--- src/rtl/mips_pkg.sv ---
// Shared definitions for the fetch stage: controller state encoding,
// instruction width and the default reset PC.
package mips_pkg;

  localparam int INSTR_W = 32;

  localparam logic [31:0] DEFAULT_RESET_PC = 32'h0040_0000;

  typedef enum logic [2:0] {
    S_IDLE  = 3'd0,
    S_FETCH = 3'd1,
    S_WAIT  = 3'd2,
    S_VALID = 3'd3,
    S_HALT  = 3'd4
  } fetch_state_t;

endpackage : mips_pkg

--- src/rtl/pc_register.sv ---
// Program-counter storage: NBits-wide register with load enable that
// returns to RESET_PC whenever reset is asserted.
module pc_register #(
  parameter int               NBits    = 32,
  parameter logic [NBits-1:0] RESET_PC = '0
) (
  input  logic             clk,
  input  logic             reset,
  input  logic             en,
  input  logic [NBits-1:0] d,
  output logic [NBits-1:0] q
);

  // Load a new PC only when the controller accepts a retired instruction.
  always_ff @(posedge clk or posedge reset) begin
    if (reset) begin
      q <= RESET_PC;
    end else if (en) begin
      q <= d;
    end
  end

endmodule : pc_register

--- src/rtl/pc_fetch_unit.sv ---
// PC register plus instruction-fetch sequencer. Issues one fetch per PC
// over a req/gnt handshake, captures the response, holds it valid until
// the core retires it, and halts permanently on a misaligned next PC.
module pc_fetch_unit
  import mips_pkg::*;
#(
  parameter int               NBits    = 32,
  parameter logic [NBits-1:0] RESET_PC = NBits'(DEFAULT_RESET_PC)
) (
  input  logic               clk,
  input  logic               reset,
  input  logic [NBits-1:0]   NextPC,
  input  logic               Advance,
  output logic               IMemReq,
  output logic [NBits-1:0]   IMemAddr,
  input  logic               IMemGnt,
  input  logic               IMemRspValid,
  input  logic [INSTR_W-1:0] IMemRdData,
  output logic [NBits-1:0]   PC,
  output logic [NBits-1:0]   PCPlus4,
  output logic [INSTR_W-1:0] Instruction,
  output logic               InstrValid,
  output logic               AlignFault
);

  fetch_state_t state;
  fetch_state_t nextState;
  logic         retireOk;
  logic         retireBad;
  logic         captureRsp;

  // Qualify the retire and capture events by state so stray inputs are ignored.
  always_comb begin
    retireOk   = 1'b0;
    retireBad  = 1'b0;
    captureRsp = 1'b0;
    if (state == S_VALID && Advance) begin
      retireOk  = (NextPC[1:0] == 2'b00);
      retireBad = (NextPC[1:0] != 2'b00);
    end
    if (state == S_WAIT && IMemRspValid) begin
      captureRsp = 1'b1;
    end
  end

  // Controller state register.
  always_ff @(posedge clk or posedge reset) begin
    if (reset) begin
      state <= S_IDLE;
    end else begin
      state <= nextState;
    end
  end

  // Next-state logic and state-decoded outputs; outputs never see inputs directly.
  always_comb begin
    nextState  = state;
    IMemReq    = 1'b0;
    InstrValid = 1'b0;
    unique case (state)
      S_IDLE: begin
        nextState = S_FETCH;
      end
      S_FETCH: begin
        IMemReq = 1'b1;
        if (IMemGnt) begin
          nextState = S_WAIT;
        end
      end
      S_WAIT: begin
        if (IMemRspValid) begin
          nextState = S_VALID;
        end
      end
      S_VALID: begin
        InstrValid = 1'b1;
        if (retireOk) begin
          nextState = S_FETCH;
        end else if (retireBad) begin
          nextState = S_HALT;
        end
      end
      S_HALT: begin
        InstrValid = 1'b1;
      end
      default: begin
        nextState = S_IDLE;
      end
    endcase
  end

  pc_register #(
    .NBits   (NBits),
    .RESET_PC(RESET_PC)
  ) u_pc_register (
    .clk  (clk),
    .reset(reset),
    .en   (retireOk),
    .d    (NextPC),
    .q    (PC)
  );

  // Capture the fetched word when the response arrives while waiting.
  always_ff @(posedge clk or posedge reset) begin
    if (reset) begin
      Instruction <= '0;
    end else if (captureRsp) begin
      Instruction <= IMemRdData;
    end
  end

  // Sticky fault flag; only reset clears it.
  always_ff @(posedge clk or posedge reset) begin
    if (reset) begin
      AlignFault <= 1'b0;
    end else if (retireBad) begin
      AlignFault <= 1'b1;
    end
  end

  assign IMemAddr = PC;
  assign PCPlus4  = PC + NBits'(4);

endmodule : pc_fetch_unit
--- config.mk ---
export PLATFORM = sky130hd
export DESIGN_NAME = pc_fetch_unit
export DESIGN_NICKNAME = d
export VERILOG_FILES = /design/src/rtl/mips_pkg.sv /design/src/rtl/pc_register.sv /design/src/rtl/pc_fetch_unit.sv
export SDC_FILE = /design/constraint.sdc
export NUM_CORES = 1
export LEC_CHECK = 0
export ABC_CLOCK_PERIOD_IN_PS = 2360
export CAP_MARGIN = 20
export CORE_ASPECT_RATIO = 0.9
export CORE_MARGIN = 3
export CORE_UTILIZATION = 38
export CTS_CLUSTER_DIAMETER = 120
export DETAILED_ROUTE_END_ITERATION = 16
export HOLD_SLACK_MARGIN = 0.05
export PLACE_DENSITY = 0.88
export SLEW_MARGIN = 20
export SYNTH_ARGS = -nofsm -noshare
export SYNTH_HDL_FRONTEND = slang
export SYNTH_SLANG_ARGS = --single-unit
--- constraint.sdc ---
create_clock -name clk -period 2.36 [get_ports clk]
set_input_delay 0.236 -clock clk [delete_from_list [all_inputs] [get_ports clk]]
set_output_delay 0.236 -clock clk [all_outputs]
set_load 0.01 [all_outputs]
Word-level counts from Yosys, hierarchy flattened

Cells that the tools add are included.
Widths: inputs -> output; s select.

Input bits: 69
Register bits: 68
Output and inout bits: 131
Logic and storage cells: 30

Muxes and demuxes: 10
Add/subtract/negate cells: 1
Reductions and logical operators: 7
Bitwise operators: 1
Eq/ne operators: 7

Operators by type and width:

| kind                  | number |
|---|---|
| $add 32x3->32 const B | 1 |
| $pmux 3 s5            | 1 |
| $mux 3                | 4 |
| $eq 3x2->1 const B    | 2 |
| $mux 1                | 5 |
| $ne 2x2->1 const B    | 2 |
| $reduce_and 4->1      | 1 |
| $eq 3x1->1 const B    | 1 |
| $eq 3x3->1 const B    | 1 |
| $logic_not 3->1       | 1 |
| $ne 3x3->1 const B    | 1 |
| $logic_and 1x1->1     | 2 |
| $logic_not 2->1       | 1 |
| $reduce_bool 2->1     | 1 |
| $reduce_or 2->1       | 1 |
| $not 1->1             | 1 |

Longest topological paths before layout

Gate-level depths: netlist (run 1).

Depth after elaboration: 6
Depth in mapped cells: 7
Depth with buffers taken out: 5

Hierarchy

Synthesis (run 1) repeated with hierarchy kept, for this count alone.

Cells, all modules: 286
Area total of the unflattened synthesis: 3611.0 um2

Modules (own cells, without submodules):

| module        | instances | sequential area each (um2) | cells each | area an instance (um2) |
|---|---|---|---|---|
| pc_fetch_unit | 1         | 900.9                      | 217        | 2260.9 |
| pc_register   | 1         | 802.0                      | 69         | 1350.0 |

Least setup slack after synthesis (run 1)

OpenSTA, ideal clock, no wires.

Path kind: reg-to-output
From: register u_pc_register.q[6]
To: output PCPlus4[17]
Arrival time: 1627 ps
Slack: 497 ps
Stages on the path, launching flop included: 5
Data required time: 2124 ps
Path buffers: 0
Cell sequence: dfrtp_1 > nand4_4 > or4_4 > nor2_1 > xor2_1

Cells in the longest elaborated chain, start to end: 1

Ends and longest elaborated chain:

| item                     | RTL line             | text |
|---|---|---|
| start: declaration       | pc_register.sv:11    | `output logic [NBits-1:0] q` |
| start signal: assignment | pc_register.sv:17    | `q <= RESET_PC;` |
| start signal: assignment | pc_register.sv:19    | `q <= d;` |
| $add 32x3->32            | pc_fetch_unit.sv:122 | `assign PCPlus4 = PC + NBits'(4);` |
| end: declaration         | pc_fetch_unit.sv:20  | `output logic [NBits-1:0] PCPlus4,` |

No other way between the ends.

Final worst setup path (run 1)

From: register u_pc_register.q[2]
To: output PCPlus4[17]

Same word-level chain as after synthesis.

==> results.json, run 1 <==
{
  "final_hold_slack_ns": 0.296,
  "critical_path_buf_inv_count": 1,
  "filler_cell_count": 651,
  "crit_end_category": "output port",
  "met1_usage_pct": 21.8,
  "arrival_ns": 2.02,
  "dp.final_hpwl_mm": 8.03,
  "status": "finished clean",
  "numClockSinks": 68,
  "critPathRequiredTime_ns": 2.12,
  "slew_margin_rel_pct": 72.1,
  "path_cells": "nand4_1 -> or4_4 -> nor2_1 -> xor2_1 -> clkdlybuf4s15_1",
  "holdBufCountCts": 0,
  "crit_path_top_delay_cell": "sky130_fd_sc_hd__or4_4",
  "antenna_found_initial": 0,
  "critical_path_cell_count": 5,
  "grt_pass1_vias": 3294,
  "numPortBuffers": 199,
  "yosys.cell_count.top_type": "sky130_fd_sc_hd__nand2_1",
  "critPathLaunchType": "flip-flop",
  "finish.utilization_pct": 66.9,
  "p_leak_nw": 2.57,
  "global_route.usage.met3_pct": 9.12,
  "cellPowerDensity_nw_per_um2": 1320,
  "antenna_left": 0,
  "crit_path_leading_delay_family": "simple AND/OR/NAND/NOR gates",
  "yosys-top-cells-count": "sky130_fd_sc_hd__nand2_1, sky130_fd_sc_hd__dfrtp_1, sky130_fd_sc_hd__buf_4",
  "initial_utilization_pct": 39.6,
  "global_route.usage.total_pct": 20.3,
  "floorplan.die.width_um": 106,
  "r2r_start": "state[0]",
  "maximum_clock_insertion_buffer_count": 2,
  "ff2ff_path_depth": 4,
  "synthTopCellsByArea": "sky130_fd_sc_hd__dfrtp_1, sky130_fd_sc_hd__mux2_2, sky130_fd_sc_hd__nand2_1",
  "grt_setup_unrepaired": "true",
  "synth_edf_count": 0,
  "startpoint": "u_pc_register.q[2]",
  "synth_area_um2": 3440,
  "post_synth.cell_area_avg_um2": 10.1,
  "timing.hold.worst.class": "primary input to asynchronous set/reset pin",
  "worst_skew_pair.late_latency_ns": 0.33,
  "synth.lib_cells_used.distinct": 33,
  "yosys_most_used_dff": "sky130_fd_sc_hd__dfrtp_1",
  "max_clock_freq_mhz": 444,
  "rr_endpoint": "state[0]",
  "core_region_area_um2": 8690,
  "synthesis_stage_register_bit_count": 68,
  "synth-warning-count": 0,
  "dr.first_iter.drc_count": 111,
  "pre_cts_slack_ns": 0.115,
  "clock_tree_from_tritoncts": "built",
  "vertical_die_dimension_um": 96.3,
  "synth_fp_nets": 412,
  "design.die.area_um2": 10200,
  "yosys.area.top_type_share_pct": 48.7,
  "design.portCount": 200,
  "number_of_buffers_inserted_during_clock_tree_synthesis": 9,
  "layout.area.seq_um2": 1710,
  "syn_to_final_growth_pct": 68.8,
  "grt_overflow": 0,
  "placementRows": 32,
  "gp_routability_congestion": 0.843,
  "setup_viol_count_final": 0,
  "largest_net_degree_at_the_start_of_global_routing": 69,
  "rrSetupSlack_ns": 0.53,
  "detailroute.via_count": 3187,
  "multi_input_area_um2": 1450,
  "route.final.wire_length_mm": 10.6,
  "vdd_ir_drop_max_mv": 0.683,
  "num_antenna_cells": 0,
  "cts.htree.levels": 3,
  "ys_seq_area_share_pct": 49.5,
  "cts.root.buffer_cell": "sky130_fd_sc_hd__clkbuf_8",
  "maxCapViolCount": 0,
  "layout_worst_path_cycle_share_pct": 95.5,
  "worst_pin_slew_ns": 0.418,
  "global_route.peak_usage_layer": "met2",
  "routed_wire_length_per_instance_um": 16.0,
  "hold_violation_count_in_the_final_report": 0,
  "final_layout_size_suffix_gt1_share_pct": 18.9,
  "synth_largest_area_cell": "sky130_fd_sc_hd__dfrtp_1",
  "worst-setup-path-type": "flip-flop to output port",
  "final_nets": 604,
  "drt-vias-per-instance": 4.84,
  "global_route_wire_length_before_repair_mm": 16.4,
  "period_needed_ns": 2.25,
  "detail_route.drc_violations": 0,
  "slew_viol_final": 0,
  "fin_ws_ns": 0.106,
  "detailedRoute.firstPassIterationCount": 4,
  "synth_async_sr_flop_share_pct": 100,
  "power_mw": 7.67,
  "clkSlewWorstSetupHoldPaths_ns": 0.07,
  "timing.critical_path.to": "PCPlus4[17]",
  "worstPathMaxFanout": 4,
  "final.setup_skew_ns": 0.0129,
  "critical_path.max_stage_delay_ns": 0.58,
  "postSynthCellCount": 342,
  "globalRouteMet2Util_pct": 36.8
}
## area by class of cell
class                   count  area share, %
repair buffers            228           38.4
well taps                 119           2.56
clock buffers              10           2.20
inverters                   8          0.517
clock inverters             6           1.94
multi-input cells         219           24.9
flip-flops and latches     68           29.5
## state kept, by name (all words and copies together), names as in the netlist
register	count
AlignFault	1
u_pc_register.q	32
state	3
Instruction	32
## worst min-delay path by stage
stage,cells past startpoint,from,end
finish,3,reset,Instruction[1]
floorplan,2,NextPC[22],u_pc_register.q[22]
global route,3,reset,Instruction[26]
CTS,3,reset,Instruction[26]
global placement,1,AlignFault,AlignFault
detailed placement,1,AlignFault,AlignFault
## where the power goes
part           internal (mW)  switching, mW
sequential              1.74          0.514
clock                  0.705          0.445
combinational           2.52           1.75
## cells in the final DEF (no fill, tap or decap), types with 6 or more instances in the layout
| master | count |
|---|---|
| sky130_fd_sc_hd__clkdlybuf4s50_1 | 176 |
| sky130_fd_sc_hd__nand2_1 | 94 |
| sky130_fd_sc_hd__dfrtp_1 | 59 |
| sky130_fd_sc_hd__mux2_2 | 32 |
| sky130_fd_sc_hd__buf_4 | 25 |
| sky130_fd_sc_hd__xnor2_1 | 22 |
| sky130_fd_sc_hd__nand4_1 | 14 |
| sky130_fd_sc_hd__dlygate4sd2_1 | 13 |
| sky130_fd_sc_hd__clkbuf_8 | 9 |
| sky130_fd_sc_hd__nand3_1 | 8 |
| sky130_fd_sc_hd__dfrtp_2 | 8 |
| sky130_fd_sc_hd__inv_1 | 7 |
| sky130_fd_sc_hd__o21ai_0 | 6 |
| sky130_fd_sc_hd__xor2_1 | 6 |
| sky130_fd_sc_hd__dlymetal6s2s_1 | 6 |
## tightest hold or removal path, cell delays in order
cell                              delay (ns)
sky130_fd_sc_hd__clkdlybuf4s50_1        0.41
sky130_fd_sc_hd__inv_2                  0.07
sky130_fd_sc_hd__buf_12                 0.32
## kinds of logic (layout without fill, tap and decap cells)
kind of cell | count (synthesis) | after routing | synth area share, %
fa+ha+maj | 1 | 1 | 0.363
mux | 33 | 33 | 10.8
flops | 68 | 68 | 49.5
buf+inv | 55 | 252 | 9.92
xor+xnor | 28 | 28 | 7.12
compound gates | 9 | 9 | 1.49
simple gates | 148 | 148 | 20.8
## per-layer routing
layer	share of wire, %	routed length [µm]
met5	0	0
met4	0.84	89
met3	10	1060
met2	51	5360
met1	38	4050
## per-stage QoR
step,setup TNS [ns],instance area (µm²),std cells
global route,-0.00264,5810,658
detailed placement,0,5520,638
CTS,0,5800,658
global placement,0,5520,638
finish,0,5810,658
floorplan,0,3440,342
## what timing repair did
item / 4_1_cts / 5_1_grt
setup endpoints to repair: 21 / 11
resized for setup: 29 / 17
buffers inserted: 4 / 0
pin swaps: 4 / 5
No activity file was read; power rests on OpenSTA's default activity.
==> run 2, diff against run 1 <==
--- a/config.mk
+++ b/config.mk
@@ -5,7 +5,6 @@
 export SDC_FILE = /design/constraint.sdc
 export NUM_CORES = 1
 export LEC_CHECK = 0
-export ABC_CLOCK_PERIOD_IN_PS = 2360
 export CAP_MARGIN = 20
 export CORE_ASPECT_RATIO = 0.9
 export CORE_MARGIN = 3
==> results of run 2 <==
Same layout as run 1: the final DEF is identical, and so are final timing and power.
